--- config.mk ---
export PLATFORM = sky130hd
export DESIGN_NAME = convclk_ffwrarb
export DESIGN_NICKNAME = d
export VERILOG_FILES = /design/src/rtl/convclk_pkg.sv /design/src/rtl/convclk_rrarb.sv /design/src/rtl/convclk_ffwrarb.sv
export SDC_FILE = /design/constraint.sdc
export NUM_CORES = 1
export LEC_CHECK = 0
export CAP_MARGIN = 15
export CORE_MARGIN = 2
export CORE_UTILIZATION = 29
export DETAILED_ROUTE_END_ITERATION = 6
export PLACE_DENSITY = 0.78
export SLEW_MARGIN = 20
export SYNTH_ARGS = -nofsm -noshare
export SYNTH_HDL_FRONTEND = slang
export SYNTH_HIERARCHICAL = 1
export SYNTH_SLANG_ARGS = --single-unit
--- constraint.sdc ---
create_clock -name clk -period 2.3 [get_ports clk]
set_input_delay 0.46 -clock clk [delete_from_list [all_inputs] [get_ports clk]]
set_output_delay 0.46 -clock clk [all_outputs]
set_load 0.02 [all_outputs]
--- src/rtl/convclk_pkg.sv ---
// convclk_pkg: shared state encoding and constants for the FIFO write/read schedulers.
package convclk_pkg;
  typedef enum logic [1:0] {IDLE = 2'd0, XFER = 2'd1, FLUSH = 2'd2} state_t;
  localparam int STATW = 16;
endpackage

--- src/rtl/convclk_rrarb.sv ---
// convclk_rrarb: combinational round-robin picker; the first requester after ptr wins, wrapping modulo NREQ.
module convclk_rrarb #(
  parameter int NREQ = 4,
  parameter int IW = (NREQ > 1) ? $clog2(NREQ) : 1
) (
  input  logic [NREQ-1:0] req,
  input  logic [IW-1:0]   ptr,
  output logic [NREQ-1:0] win,
  output logic [IW-1:0]   idx,
  output logic            any
);
  logic [IW:0] s;
  // Scanning from the farthest candidate down lets the nearest one overwrite the result.
  always_comb begin
    win = '0;
    idx = '0;
    s = '0;
    for (int k = NREQ; k >= 1; k--) begin
      s = {1'b0, ptr} + (IW+1)'(k);
      if (s >= (IW+1)'(NREQ)) s = s - (IW+1)'(NREQ);
      if (req[s[IW-1:0]]) begin
        win = '0;
        win[s[IW-1:0]] = 1'b1;
        idx = s[IW-1:0];
      end
    end
  end
  assign any = |req;
endmodule

--- src/rtl/convclk_ffwrarb.sv ---
// convclk_ffwrarb: packet-granular round-robin write scheduler and flush sequencer for a dual-clock FIFO.
// Optional per-source beat statistics are built when CONVCLK_WRARB_STAT_EN is defined.
module convclk_ffwrarb import convclk_pkg::*; #(
  parameter int NREQ = 4,
  parameter int ADDRB = 4,
  parameter int DW = 32,
  parameter int PKTMAX = 4
) (
  input  logic                clk,
  input  logic                rst,
  input  logic [NREQ-1:0]     req,
  input  logic [NREQ*DW-1:0]  reqdat,
  input  logic [NREQ-1:0]     reqlast,
  output logic [NREQ-1:0]     reqack,
  input  logic                flushreq,
  output logic                flushack,
  output logic                fifowr,
  output logic [DW-1:0]       fifodat,
  output logic                fifoflush,
  input  logic                fifofull,
  input  logic [ADDRB:0]      wrfifolen,
  output logic [NREQ-1:0]     gnt,
  output logic                pkterr
`ifdef CONVCLK_WRARB_STAT_EN
  ,
  input  logic                statclr,
  output logic [NREQ*STATW-1:0] statcnt
`endif
);
  localparam int IW = (NREQ > 1) ? $clog2(NREQ) : 1;
  localparam int CW = $clog2(PKTMAX + 1);
  localparam logic [ADDRB:0] DEPTH = (ADDRB+1)'(1 << ADDRB);
  localparam logic [ADDRB:0] PMAX = (ADDRB+1)'(PKTMAX);
  state_t state, state_n;
  logic [NREQ-1:0] win;
  logic [IW-1:0] widx, gidx, rr;
  logic [CW-1:0] cnt;
  logic [ADDRB:0] free;
  logic any, last, done, go;
  convclk_rrarb #(.NREQ(NREQ), .IW(IW)) u_rr (
    .req(req),
    .ptr(rr),
    .win(win),
    .idx(widx),
    .any(any)
  );
  // Fill level lags the read side, so this under-reports space and never over-commits.
  assign free = DEPTH - wrfifolen;
  assign reqack = gnt & req & {NREQ{~fifofull}};
  assign fifowr = |reqack;
  assign last = |(gnt & reqlast);
  assign done = fifowr & (last | (cnt == CW'(PKTMAX - 1)));
  assign go = (state == IDLE) & ~flushreq & any & (free >= PMAX);
  always_comb begin
    fifodat = '0;
    for (int i = 0; i < NREQ; i++)
      if (gnt[i]) fifodat = reqdat[i*DW +: DW];
  end
  always_comb begin
    state_n = (state == FLUSH) ? IDLE :
              (state == IDLE)  ? (flushreq ? FLUSH : (go ? XFER : IDLE)) :
              (done ? IDLE : XFER);
  end
  always_ff @(posedge clk or posedge rst) begin
    if (rst) begin
      state <= IDLE;
      gnt <= '0;
      gidx <= '0;
      rr <= IW'(NREQ - 1);
      cnt <= '0;
      fifoflush <= 1'b0;
      flushack <= 1'b0;
      pkterr <= 1'b0;
    end else begin
      state <= state_n;
      fifoflush <= state_n == FLUSH;
      flushack <= state_n == FLUSH;
      pkterr <= done & ~last;
      cnt <= done ? '0 : cnt + CW'(fifowr);
      if (go) begin
        gnt <= win;
        gidx <= widx;
      end else if (done) begin
        gnt <= '0;
        rr <= gidx;
      end
    end
  end
`ifdef CONVCLK_WRARB_STAT_EN
  for (genvar i = 0; i < NREQ; i++) begin : g_stat
    logic [STATW-1:0] c;
    always_ff @(posedge clk or posedge rst) begin
      if (rst) c <= '0;
      else if (statclr) c <= '0;
      else if (reqack[i] && !(&c)) c <= c + 1'b1;
    end
    assign statcnt[i*STATW +: STATW] = c;
  end
`endif
endmodule

==> impl_metrics.py <==
metrics = {
    "logic_synthesis": {
        "synth_top_area_share_pct": 15.2,
        "yosys.cell_types.count": 43,
        "synth_area_per_cell_um2": 7.83,
        "yosysSeqAreaShare_pct": 17.7,
        "yosysWarningCount": 6,
        "synth_top_area_cell": "dfrtp_1",
        "synth_edf_count": 0,
        "synth_seq_cells": 15,
        "synth_flop_cell": "dfrtp_1",
        "synth_area_leaders": "dfrtp_1, a221oi_1, o31ai_1",
        "netlist_area_mm2": 0.00214,
        "async_flop_share_pct": 100,
        "postSynthCellCount": 273,
        "synth.net_count": 426,
    },
    "placed_design": {
        "placed_area_mm2": 0.00435,
        "io_buffers": 188,
        "pre_cts_ws_ns": -0.305,
        "hpwl_mm": 7.71,
        "dp.cells": 566,
        "place_congestion": 0.868,
    },
    "floorplan": {
        "fp.dieW_um": 89.9,
        "initial_core_util_pct": 29.6,
        "die_area_mm2": 0.00808,
        "core_area_mm2": 0.00721,
        "io_pins": 189,
        "rows": 31,
        "die_h_um": 89.9,
    },
    "sta": {
        "skew_ns": 0.00329,
        "slew_violations": 0,
        "rsz0062_at_grt": "true",
        "worstMarginPinSlew_ns": 0.556,
        "whs_ns": 0.458,
        "setup_viol": 0,
        "timing_hold_violations_final": 0,
        "period_share_pct": 98.0,
        "slew_headroom_pct": 62.9,
        "min_period_ns": 2.25,
        "max_freq_ghz": 0.444,
        "tns_ns": 0,
        "fin_ws_ns": 0.0457,
    },
    "worst_setup_path": {
        "cp_slowest_cell": "dfrtp_1",
        "cp-start-kind": "register",
        "cp_max_fo": 12,
        "required_ns": 1.84,
        "cp_top_family": "buffers and inverters",
        "crit_chain": "nor2b_2 > buf_12 > buf_4 > a221oi_2 > o31ai_1 > dlygate4sd2_1",
        "critPathArrivalTime_ns": 1.79,
        "cp.buffers_inverters": 3,
        "crit_type": "reg2out",
        "slowest_delay_ns": 0.39,
        "cp-end-kind": "output port",
        "path_depth": 6,
        "reg2reg_depth": 7,
    },
    "clocking": {
        "clock_sinks": 15,
        "clock_path_buffers": 2,
        "cts-htree-levels": 1,
        "tritoncts": "done",
        "post_cts_buffers": 0,
        "clockRootBuffer": "clkbuf_8",
        "clk_latency_ns": 0.25,
        "hold_buffers": 0,
        "clk_pin_slew_ns": 0.06,
        "cts_buffers": 3,
    },
    "power_and_ir_drop": {
        "p_int_mw": 2.21,
        "switching_power_mw": 2.15,
        "p_per_area_mw_per_mm2": 996,
        "power_frac_clock_pct": 4.8,
        "switching_share_pct": 49.4,
        "p_comb_share_pct": 84.5,
        "pwr-share-seq_pct": 10.7,
        "peakVddDrop_uv": 592,
        "power.leakage_nw": 1.75,
    },
    "global_routing": {
        "grt_pass1_vias": 2883,
        "grt_max_degree": 38,
        "grt_pass1_wl_mm": 14.8,
        "gr-usage-all-layers_pct": 22.4,
        "gr-total-overflow": 0,
        "antenna_found_initial": 0,
    },
    "drt": {
        "wire_per_inst_um": 16.8,
        "via_count": 3002,
        "first_pass_iters": 4,
        "drcViolationCount": 0,
        "avgViaCountPerCell": 5.26,
        "finalWirelength_mm": 9.60,
        "drtIter0Drc": 110,
        "postRouteAntennaNets": 0,
    },
    "hold_path": {
        "hold_path.class": "reg2reg",
        "min_path_cells": 1,
    },
    "layout": {
        "diodes": 0,
        "syn2layout_area_growth_pct": 105,
        "final_area_mm2": 0.00438,
        "finalNetCount": 626,
        "drive_above_1_share_pct": 13.3,
        "layout.cells.non_filler": 571,
    },
    "status": {
        "status": "finished, final reports clean",
    },
    "job": {
        "drv_cap": 0,
    },
}
-- power groups by stage --
stage | Sequential [mW] | Combinational (mW) | Clock (mW)
after floorplan | 0.509 | 2.21 | 0
after global placement | 0.462 | 3.84 | 0
after detailed placement | 0.469 | 3.90 | 0
after CTS | 0.467 | 3.66 | 0.214
after global routing | 0.479 | 3.96 | 0.223
final | 0.466 | 3.69 | 0.211
-- cell usage after synthesis (2+ instances only) --
library cell and number:
a41oi_2 5, inv_1 4, nor3b_1 2, nor2b_1 32
o21ai_0 6, a22o_1 4, mux2_1 4, a21oi_1 7
o211ai_2 2, a221oi_1 31, o211ai_1 2, nand2_1 47
buf_2 3, nand3_1 5, or3b_1 2, ha_1 8
dfstp_2 2, nand3b_1 2, nor2_1 11, clkbuf_1 20
mux2_2 3, and2_1 2, a22oi_1 2, dfrtp_1 13
o31ai_1 31, mux2i_1 3, nand4b_1 4
-- what timing repair did --
action                     in CTS  in global routing
resized for setup              44                 15
pin swaps                       0                  1
setup endpoints to repair      45                 14
cloned                          0                  1
-- final timing paths --
kind                       slack (ns)     endpoint      from
setup / recovery                 0.05  fifodat[10]    gnt[1]
hold / removal                   0.46     state[1]  state[1]
setup reg to reg                 0.11      gidx[0]     rr[1]
hold reg to reg                  0.46     state[1]  state[1]
max in group asynchronous        1.34       gnt[2]       rst
min in group asynchronous        0.56       gnt[1]       rst
-- flip-flops by register name, summed over array words and instances, names as in the netlist --
name / count
fifoflush: 1
pkterr: 1
rr: 2
state: 2
cnt: 3
gnt: 4
gidx: 2
-- placed cells by master (no fill, tap or decap), types with 2 or more instances in the layout --
cell / instances
o211ai_2: 2
a41oi_2: 5
mux2_1: 4
dlygate4sd2_1: 30
or3b_1: 2
a21oi_1: 7
mux2i_1: 3
mux2_2: 2
and2_1: 2
nor2_1: 11
buf_4: 24
clkdlybuf4s15_1: 2
dfrtp_1: 11
ha_1: 8
inv_1: 3
a221oi_2: 2
o211ai_1: 2
nand3b_1: 2
clkbuf_8: 3
o21ai_0: 6
nor2b_1: 31
a22o_1: 4
buf_12: 5
nor3b_1: 2
dfstp_2: 2
a22oi_1: 2
clkdlybuf4s50_1: 150
nand3_1: 5
dfrtp_2: 2
nand2_1: 47
clkbuf_2: 2
nand4b_1: 4
o31ai_1: 31
dlygate4sd1_1: 2
buf_6: 2
a221oi_1: 29
-- cells by family (layout without fill, tap and decap cells) --
logic type	after synthesis	count (layout)	synth area share (%)
xor+xnor	1	1	0.410
mux	12	13	7.20
flops	15	15	17.7
fa+ha+maj	8	8	4.68
simple gates	112	112	27.1
compound gates	96	96	37.4
buf+inv	29	227	5.50
-- layer usage --
metal / vias to the layer above / wire length, um / track usage, %
li1: 1456 / - / -
met1: 1389 / 3670 / 25.3
met2: 137 / 4930 / 41.5
met3: 20 / 741 / 4.69
met4: 0 / 268 / 7.56
met5: - / 0 / 0
-- cell type report --
type | instances | area, um2
inverter | 4 | 15.0
clock buffer | 3 | 41.3
clock inverter | 1 | 5.00
fill | 659 | 2840
sequential | 15 | 380
multi-input combinational | 230 | 1680
tap | 99 | 124
timing repair buffer | 219 | 2130
-- through the flow --
| stage | total power, mW | util [%] |
|---|---|---|
| CTS | 4.34 | 60.4 |
| global placement | 4.30 | 60.2 |
| detailed placement | 4.37 | 60.2 |
| floorplan | 2.72 | - |
| finish | 4.36 | 60.7 |
| global route | 4.66 | 60.7 |
No activity file was read; power rests on OpenSTA's default activity.
